[src/rtl/fifo_sync_flags_if.sv]
// Handshake/status bundle between a FIFO and its producer/consumer.
// master: the client side (drives WR/RD/dataIn/flush/clr_err, observes status).
// slave : the FIFO side (observes requests, drives dataOut/count/flags).
interface fifo_sync_flags_if #(
  parameter int unsigned DATA_WIDTH = 8,
  parameter int unsigned CNT_WIDTH  = 3
);
  logic                  flush;
  logic                  clr_err;
  logic                  WR;
  logic [DATA_WIDTH-1:0] dataIn;
  logic                  RD;
  logic [DATA_WIDTH-1:0] dataOut;
  logic                  full;
  logic                  almost_full;
  logic                  empty;
  logic                  almost_empty;
  logic [CNT_WIDTH-1:0]  count;
  logic                  overflow;
  logic                  underflow;

  modport master (
    output flush, clr_err, WR, dataIn, RD,
    input  dataOut, full, almost_full, empty, almost_empty, count, overflow, underflow
  );

  modport slave (
    input  flush, clr_err, WR, dataIn, RD,
    output dataOut, full, almost_full, empty, almost_empty, count, overflow, underflow
  );
endinterface

[src/rtl/fifo_sync_flags.sv]
// Single-clock FIFO of arbitrary depth with occupancy count, almost-full/empty
// thresholds, sticky overflow/underflow flags and a synchronous flush.
// Ports:
//   clk   - clock, all logic on posedge
//   rstn  - synchronous active-low reset (clears pointers, count, dataOut, errors)
//   bus   - fifo_sync_flags_if.slave: WR/dataIn, RD/dataOut, flush, clr_err,
//           full, almost_full, empty, almost_empty, count, overflow, underflow
// Build option: FIFO_FWFT_EN selects first-word fall-through (dataOut shows the
// head word combinationally); otherwise dataOut is registered one cycle after RD.
module fifo_sync_flags #(
  parameter int unsigned DATA_WIDTH = 8,
  parameter int unsigned DEPTH      = 5,
  parameter int unsigned AF_THRESH  = DEPTH - 1,
  parameter int unsigned AE_THRESH  = 1,
  parameter int unsigned PTR_WIDTH  = $clog2(DEPTH),
  parameter int unsigned CNT_WIDTH  = $clog2(DEPTH + 1)
) (
  input logic               clk,
  input logic               rstn,
  fifo_sync_flags_if.slave  bus
);

  localparam logic [PTR_WIDTH-1:0] LAST_PTR = PTR_WIDTH'(DEPTH - 1);
  localparam logic [CNT_WIDTH-1:0] FULL_CNT = CNT_WIDTH'(DEPTH);

  logic [DATA_WIDTH-1:0] mem_q [DEPTH];

  logic [PTR_WIDTH-1:0] wr_ptr_q, wr_ptr_d;
  logic [PTR_WIDTH-1:0] rd_ptr_q, rd_ptr_d;
  logic [CNT_WIDTH-1:0] count_q, count_d;
  logic                 overflow_q, overflow_d;
  logic                 underflow_q, underflow_d;

  logic full_c, empty_c, rd_acc_c, wr_acc_c;

  // Pointer increment with explicit wrap so DEPTH need not be a power of two.
  function automatic logic [PTR_WIDTH-1:0] ptr_inc(input logic [PTR_WIDTH-1:0] p);
    return (p == LAST_PTR) ? '0 : p + PTR_WIDTH'(1);
  endfunction

  // Status flags decode only the registered count.
  assign full_c           = (count_q == FULL_CNT);
  assign empty_c          = (count_q == '0);
  assign bus.full         = full_c;
  assign bus.empty        = empty_c;
  assign bus.almost_full  = (32'(count_q) >= AF_THRESH);
  assign bus.almost_empty = (32'(count_q) <= AE_THRESH);
  assign bus.count        = count_q;
  assign bus.overflow     = overflow_q;
  assign bus.underflow    = underflow_q;

  // A read frees a slot, so a write into a full FIFO passes through.
  assign rd_acc_c = bus.RD & ~empty_c;
  assign wr_acc_c = bus.WR & (~full_c | rd_acc_c);

  // Next-state for pointers, count and sticky errors; flush overrides requests.
  always_comb begin
    wr_ptr_d    = wr_ptr_q;
    rd_ptr_d    = rd_ptr_q;
    count_d     = count_q;
    overflow_d  = overflow_q;
    underflow_d = underflow_q;

    if (bus.flush) begin
      wr_ptr_d = '0;
      rd_ptr_d = '0;
      count_d  = '0;
    end else begin
      if (wr_acc_c) wr_ptr_d = ptr_inc(wr_ptr_q);
      if (rd_acc_c) rd_ptr_d = ptr_inc(rd_ptr_q);

      case ({wr_acc_c, rd_acc_c})
        2'b10:   count_d = count_q + CNT_WIDTH'(1);
        2'b01:   count_d = count_q - CNT_WIDTH'(1);
        default: count_d = count_q;
      endcase

      // Clear first so a same-cycle error event keeps the flag set.
      if (bus.clr_err) begin
        overflow_d  = 1'b0;
        underflow_d = 1'b0;
      end
      if (bus.WR & ~wr_acc_c) overflow_d  = 1'b1;
      if (bus.RD & ~rd_acc_c) underflow_d = 1'b1;
    end
  end

  // Control state registers.
  always_ff @(posedge clk) begin
    if (!rstn) begin
      wr_ptr_q    <= '0;
      rd_ptr_q    <= '0;
      count_q     <= '0;
      overflow_q  <= 1'b0;
      underflow_q <= 1'b0;
    end else begin
      wr_ptr_q    <= wr_ptr_d;
      rd_ptr_q    <= rd_ptr_d;
      count_q     <= count_d;
      overflow_q  <= overflow_d;
      underflow_q <= underflow_d;
    end
  end

  // Storage array; contents survive reset.
  always_ff @(posedge clk) begin
    if (rstn && !bus.flush && wr_acc_c) begin
      mem_q[wr_ptr_q] <= bus.dataIn;
    end
  end

`ifdef FIFO_FWFT_EN
  // Head word is always visible; a pop exposes the next one after the edge.
  assign bus.dataOut = mem_q[rd_ptr_q];
`else
  logic [DATA_WIDTH-1:0] dataout_q;

  // Registered read port, holds its value between accepted reads.
  always_ff @(posedge clk) begin
    if (!rstn) begin
      dataout_q <= '0;
    end else if (!bus.flush && rd_acc_c) begin
      dataout_q <= mem_q[rd_ptr_q];
    end
  end

  assign bus.dataOut = dataout_q;
`endif

endmodule

[src/flat_wrapper.sv]
// flat-port wrapper written by rule: the top's interface ports become plain ports
module fifo_sync_flags_flat 
#(
  parameter int unsigned DATA_WIDTH = 8,
  parameter int unsigned DEPTH      = 5,
  parameter int unsigned AF_THRESH  = DEPTH - 1,
  parameter int unsigned AE_THRESH  = 1,
  parameter int unsigned PTR_WIDTH  = $clog2(DEPTH),
  parameter int unsigned CNT_WIDTH  = $clog2(DEPTH + 1)
)
  (clk, rstn, bus_flush, bus_clr_err, bus_WR, bus_dataIn, bus_RD, bus_dataOut, bus_full, bus_almost_full, bus_empty, bus_almost_empty, bus_count, bus_overflow, bus_underflow);
  fifo_sync_flags_if #(.DATA_WIDTH(DATA_WIDTH), .CNT_WIDTH(CNT_WIDTH)) bus_i ();
  input logic clk;
  input logic rstn;
  input wire logic [$bits(bus_i.flush)-1:0] bus_flush;
  input wire logic [$bits(bus_i.clr_err)-1:0] bus_clr_err;
  input wire logic [$bits(bus_i.WR)-1:0] bus_WR;
  input wire logic [$bits(bus_i.dataIn)-1:0] bus_dataIn;
  input wire logic [$bits(bus_i.RD)-1:0] bus_RD;
  output wire logic [$bits(bus_i.dataOut)-1:0] bus_dataOut;
  output wire logic [$bits(bus_i.full)-1:0] bus_full;
  output wire logic [$bits(bus_i.almost_full)-1:0] bus_almost_full;
  output wire logic [$bits(bus_i.empty)-1:0] bus_empty;
  output wire logic [$bits(bus_i.almost_empty)-1:0] bus_almost_empty;
  output wire logic [$bits(bus_i.count)-1:0] bus_count;
  output wire logic [$bits(bus_i.overflow)-1:0] bus_overflow;
  output wire logic [$bits(bus_i.underflow)-1:0] bus_underflow;
  assign bus_i.flush = bus_flush;
  assign bus_i.clr_err = bus_clr_err;
  assign bus_i.WR = bus_WR;
  assign bus_i.dataIn = bus_dataIn;
  assign bus_i.RD = bus_RD;
  assign bus_dataOut = bus_i.dataOut;
  assign bus_full = bus_i.full;
  assign bus_almost_full = bus_i.almost_full;
  assign bus_empty = bus_i.empty;
  assign bus_almost_empty = bus_i.almost_empty;
  assign bus_count = bus_i.count;
  assign bus_overflow = bus_i.overflow;
  assign bus_underflow = bus_i.underflow;
  fifo_sync_flags #(.DATA_WIDTH(DATA_WIDTH), .DEPTH(DEPTH), .AF_THRESH(AF_THRESH), .AE_THRESH(AE_THRESH), .PTR_WIDTH(PTR_WIDTH), .CNT_WIDTH(CNT_WIDTH)) u_core (.clk(clk), .rstn(rstn), .bus(bus_i));
endmodule
[config.mk]
export PLATFORM = sky130hd
export DESIGN_NAME = fifo_sync_flags_flat
export DESIGN_NICKNAME = d
export VERILOG_FILES = /design/src/rtl/fifo_sync_flags_if.sv /design/src/rtl/fifo_sync_flags.sv /design/src/flat_wrapper.sv
export SDC_FILE = /design/constraint.sdc
export NUM_CORES = 1
export LEC_CHECK = 0
export ABC_AREA = 1
export CORE_MARGIN = 5
export CORE_UTILIZATION = 40
export CTS_BUF_LIST = sky130_fd_sc_hd__clkbuf_8
export DETAILED_ROUTE_END_ITERATION = 8
export PLACE_DENSITY_LB_ADDON = 0.05
export SYNTH_ARGS = -nofsm -noshare
export SYNTH_HDL_FRONTEND = slang
export SYNTH_SLANG_ARGS = --single-unit
export TNS_END_PERCENT = 100
[constraint.sdc]
create_clock -name clk -period 2.55 [get_ports clk]
set_input_delay 0.51 -clock clk [delete_from_list [all_inputs] [get_ports clk]]
set_output_delay 0.51 -clock clk [all_outputs]
set_load 0.01 [all_outputs]
---- Yosys cells after proc, flatten, opt, wreduce, memory -nomap -nowiden ----
Memory sizes are Yosys's and may differ from the RTL's. A register that Yosys moved wholly into a read port is not among the register bits.
Cells that the tools add are included.
storage, ports and cells
  flip-flop bits (word level) ............. 11
  memory bits (writable) .................. 40
  input port bits ......................... 14
  word-level logic and storage cells ...... 48
  memories kept ........................... 1
memory list
  memory        words  width  read ports  clocked after memory_dff  write ports  line                   RTL
  u_core.mem_q  5      8      1           1                         1            fifo_sync_flags.sv:26  logic [DATA_WIDTH-1:0] mem_q [DEPTH];
operators by class
  add/sub/neg operators ................... 4
  order comparisons ....................... 2
  eq/ne operators ......................... 5
  muxes and demuxes ....................... 8
  bitwise gates (word level) .............. 11
  reduce and logical (&&, ||, !) cells .... 12
operators with widths
  operator                                                                count
  3-bit by 1-bit adder with 3-bit output (second input constant)          3
  3-bit == test (second input constant)                                   3
  3-bit 2-to-1 mux                                                        2
  1-bit inverter                                                          6
  3-bit one-hot mux with 2 select lines                                   1
  2-bit nonzero test                                                      3
  1-bit 2-to-1 mux                                                        5
  1-bit AND                                                               4
  2-bit AND reduction                                                     2
  3-bit greater-or-equal comparator (second input constant)               1
  3-bit by 1-bit <= comparator with 1-bit output (second input constant)  1
  1-bit logical AND                                                       3
  3-bit zero test                                                         1
  3-bit by 1-bit subtractor with 3-bit output (second input constant)     1
  2-bit by 1-bit == test with 1-bit output (second input constant)        1
  2-bit == test (second input constant)                                   1
  1-bit zero test                                                         2
  2-bit OR reduction                                                      1
  1-bit OR                                                                1

---- Longest topological paths before layout ----
  depth after elaboration ................. 9
  mapped depth ............................ 11

---- Worst setup path before layout ----
OpenSTA, ideal clock, no wires.
  kind .................................... flip-flop to flip-flop
  start ................................... register u_core.count_q[1] (netlist: u_core.bus.count[1])
  end ..................................... memory u_core.mem_q[2][0], enable pin
  library setup time ...................... 395 ps
  arrival ................................. 1758 ps
  required time ........................... 2155 ps
  setup slack ............................. 397 ps
  cell stages (with the launch flop) ...... 6
  clock period less this slack ............ 2153 ps
  path through ............................ dfxtp_1 -> inv_1 -> ha_1 -> nand3_1 -> nand2_2 -> nor4_1
on the way
  word-level cells in the longest chain between the ends .. 8
  elaborated cells between the ends (all ways) .. 10
ends and longest elaborated chain
  what                                        line                    RTL
  start, declared                             fifo_sync_flags.sv:30   logic [CNT_WIDTH-1:0] count_q, count_d;
  start signal, assigned                      fifo_sync_flags.sv:99   count_q <= count_d;
  3-bit zero test                             fifo_sync_flags.sv:43   assign empty_c = (count_q == '0);
  1-bit inverter                              fifo_sync_flags.sv:53   assign rd_acc_c = bus.RD & ~empty_c;
  1-bit AND                                   fifo_sync_flags.sv:53
  1-bit OR (*)                                fifo_sync_flags.sv:54   assign wr_acc_c = bus.WR & (~full_c | rd_acc_c);
  1-bit AND (*)                               fifo_sync_flags.sv:54
  1-bit logical AND (*)                       fifo_sync_flags.sv:107  if (rstn && !bus.flush && wr_acc_c) begin
  1-bit 2-to-1 mux (*)                        fifo_sync_flags.sv:107
  1-bit 2-to-1 mux (implied by the code) (*)  fifo_sync_flags.sv:108  mem_q[wr_ptr_q] <= bus.dataIn;
  end, declared                               fifo_sync_flags.sv:26
Every way passes the cells marked *; elsewhere a longest branch is shown, timed or not.

---- Final worst setup path ----
  start ................................... register u_core.count_q[1] (netlist: u_core.bus.count[1])
  end ..................................... output port bus_empty
on the way
  word-level cells in the longest chain between the ends .. 1
ends and longest elaborated chain
  what             line                   RTL
  3-bit zero test  fifo_sync_flags.sv:43
  end, declared    flat_wrapper.sv:23     output wire logic [$bits(bus_i.empty)-1:0] bus_empty;
No other way between the ends.

==> impl_metrics.env <==
export IMPL_power_density_cell_area_nw_per_um2=647
export IMPL_whs_endpoint="u_core.bus.underflow"
export IMPL_cts_htree_levels=3
export IMPL_hp_class="register to register"
export IMPL_ys_top_cells_by_area="edfxtp_1, dfxtp_1, nand2_1"
export IMPL_crit_slowest_cell="clkdlybuf4s50_1"
export IMPL_cap_viol_max_count=0
export IMPL_first_pass_iters=4
export IMPL_holdCritStartpoint="u_core.bus.underflow"
export IMPL_grt_pass1_wl_mm=8.51
export IMPL_cts_sinks=59
export IMPL_final_area_um2=3200
export IMPL_rr_worst_depth=11
export IMPL_area_delta_synth_final_pct=23.2
export IMPL_rr_startpoint="u_core.bus.count[0]"
export IMPL_finalMaxSlewViolations=0
export IMPL_antenna_found_initial=0
export IMPL_finClkSkew_ps=7.58
export IMPL_hold_path_cell_count=2
export IMPL_status="finished clean"
export IMPL_ys_warn_count=0
export IMPL_fin_nets=332
export IMPL_max_freq_ghz=0.448
export IMPL_ios=31
export IMPL_p_leak_nw=1.34
export IMPL_arrival_ps=1720
export IMPL_total_power_mw=2.07
export IMPL_cts_buffers=9
export IMPL_clkPwrFrac_pct=41.3
export IMPL_vias_per_cell=4.56
export IMPL_grt_pass1_vias=1706
export IMPL_dieWidth_um=90.6
export IMPL_grt_start_max_net_pins=20
export IMPL_avgRoutedWirePerCell_um=13.2
export IMPL_avgSynthCellArea_um2=9.73
export IMPL_start_kind="register"
export IMPL_finalSetupTns_ps=0
export IMPL_globalplace_congestion=0.779
export IMPL_core_um2=6350
export IMPL_synth_edff_count=40
export IMPL_max_vdd_ir_drop_mv=0.297
export IMPL_place_ws_ps=297
export IMPL_post_place_cells=375
export IMPL_cts_tree="done"
export IMPL_power_switching_uw=501
export IMPL_postRouteWirelength_mm=5.18
export IMPL_cts_root_buffer="clkbuf_8"
export IMPL_cts_hold_buf=0
export IMPL_synthCells=267
export IMPL_postRouteAntennaNets=0
export IMPL_hold_viol=0
export IMPL_clock_path_buffers=2
export IMPL_cpPeakStageDelay_ps=540
export IMPL_finalCriticalPeriod_ps=2230
export IMPL_ys_seq_area_share_pct=60.9
export IMPL_fillers=597
export IMPL_die_h_um=90.6
export IMPL_dpl_hpwl_mm=3.67
export IMPL_crit_type="register to primary output"
export IMPL_antenna_cells=0
export IMPL_die_area_um2=8210
export IMPL_synth_cell_types=24
export IMPL_grt_usage_pct=13.4
export IMPL_drive_gt1_share_pct=11.1
export IMPL_synth_top_area_cell="edfxtp_1"
export IMPL_io_buffer_count=30
export IMPL_crit_path_cell_trace="inv_1, ha_1, inv_1, nor2_1, clkdlybuf4s50_1"
export IMPL_internal_power_mw=1.57
export IMPL_drtIter0Drc=76
export IMPL_fin_cells=391
export IMPL_syn_area_um2=2600
export IMPL_clock_latency_ps=340
export IMPL_grt_overflow=0
export IMPL_drcViolationCount=0
export IMPL_grt_setup_unrepaired="no"
export IMPL_place_area_um2=3000
export IMPL_setup_ws_ps=317
export IMPL_reg2reg_slack_ps=700
export IMPL_cp_max_fo=5
export IMPL_ys_async_sr_fraction_pct=0
export IMPL_synth_nets=290
export IMPL_post_cts_buffers=0
export IMPL_synth_top_cell_area_share_pct=46.2
export IMPL_p_seq_share_pct=50.6
export IMPL_max_slew_margin_rel_pct=77.1
export IMPL_cts_resized=0
export IMPL_ys_top_cells_by_count="nand2_1, edfxtp_1, inv_1"
export IMPL_row_count=29
export IMPL_worst_pin_slew_ps=343
export IMPL_path_clk_slew_ps=70
export IMPL_timing_rr_end="u_core.bus.count[2]"
export IMPL_vias=1784
export IMPL_ys_flop_type="edfxtp_1"
export IMPL_path_common_cell="inv_1"
export IMPL_yosysMostFrequentCell="nand2_1"
export IMPL_endpoint_kind="primary output"
export IMPL_switching_share_pct=24.2
export IMPL_initial_core_util_pct=40.9
export IMPL_ys_ff_latch=59
export IMPL_setup_viol=0
export IMPL_crit_required_ps=2040
export IMPL_finalCritPeriodShare_pct=87.6
export IMPL_pwr_share_comb_pct=8.2
-- through the flow --
step           hold slack (ps)  util [%]
2_1_floorplan              471         -
3_3_place_gp               484      47.2
3_5_place_dp               487      47.2
4_1_cts                    497      50.4
5_1_grt                    520      50.4
6_report                   493      50.4
-- how the worst max path moves through the flow --
stage	startpoint	slack, ps	to	depth (start not counted)
2_1_floorplan	u_core.bus.count[1]	400	u_core.mem_q[2][0]	5
3_3_place_gp	bus_RD	340	u_core.mem_q[4][1]	8
3_5_place_dp	bus_RD	300	u_core.mem_q[4][1]	8
4_1_cts	u_core.bus.count[1]	270	bus_empty	5
5_1_grt	u_core.bus.count[1]	240	bus_empty	5
6_report	u_core.bus.count[1]	320	bus_empty	5
-- area by class of cell --
cell class / instances / area, um^2 / area share [%]
multi-input combinational: 164 / 818 / 25.6
sequential: 59 / 1580 / 49.4
tap: 77 / 96.3 / 3.01
timing repair buffer: 39 / 368 / 11.5
clock buffer: 9 / 124 / 3.87
inverter: 36 / 135 / 4.22
clock inverter: 7 / 77.6 / 2.42
-- logic make-up after synthesis --
group	after synthesis	share of synthesized area, %
adders and majority gates	9	4.33
and+or+nand+nor	126	20.9
AOI/OAI and AO/OA	28	5.87
xor gates and xnor gates	1	0.337
DFF	59	60.9
buffers and inverters	44	7.66
-- cells in the final DEF (no fill, tap or decap) --
| cell | count |
|---|---|
| nand2_4 | 1 |
| nand2_2 | 3 |
| dfxtp_1 | 19 |
| o31ai_1 | 1 |
| xor2_1 | 1 |
| ha_1 | 9 |
| inv_6 | 1 |
| buf_4 | 9 |
| nor4_1 | 1 |
| o21ai_0 | 10 |
| bufinv_16 | 1 |
| edfxtp_1 | 40 |
| a21oi_2 | 2 |
| clkinv_1 | 2 |
| clkdlybuf4s50_1 | 30 |
| nand2_1 | 71 |
| a21oi_1 | 14 |
| inv_2 | 2 |
| clkinv_4 | 1 |
| nor2_2 | 1 |
| clkinvlp_4 | 4 |
| o211ai_1 | 1 |
| nor2_1 | 18 |
| clkbuf_8 | 9 |
| inv_1 | 32 |
| nand3_4 | 1 |
| nand3_1 | 30 |
-- power groups by stage --
stage / combinational [mW] / clock, mW / sequential, mW
after floorplan: 0.0859 / 0 / 1.07
after global placement: 0.171 / 0 / 1.07
after detailed placement: 0.170 / 0 / 1.07
after CTS: 0.171 / 0.878 / 1.05
after global routing: 0.191 / 0.918 / 1.05
final: 0.169 / 0.854 / 1.05
-- state kept, by name, summed over array words and instances, names as in the netlist --
signal / cells
u_core.bus.dataOut: 8
u_core.bus.count: 3
u_core.bus.overflow: 1
u_core.bus.underflow: 1
u_core.wr_ptr_q: 3
u_core.mem_q: 40
u_core.rd_ptr_q: 3
-- critical path: cells and delay by family (launching register included) --
| family | cells | cell delay [ps] |
|---|---|---|
| flip-flops | 1 | 320 |
| adder cells (fa/ha/maj) | 1 | 250 |
| AND/OR/NAND/NOR | 1 | 80 |
| buffers and inverters | 3 | 730 |
-- per-layer routing --
metal	global-route usage, %	part of all wire, %	up-vias
li1	-	-	958
met3	3.33	5.2	8
met1	19.4	53	779
met5	0	0	-
met4	7.44	1.6	0
met2	17.9	40	39
No activity file was read; power rests on OpenSTA's default activity.
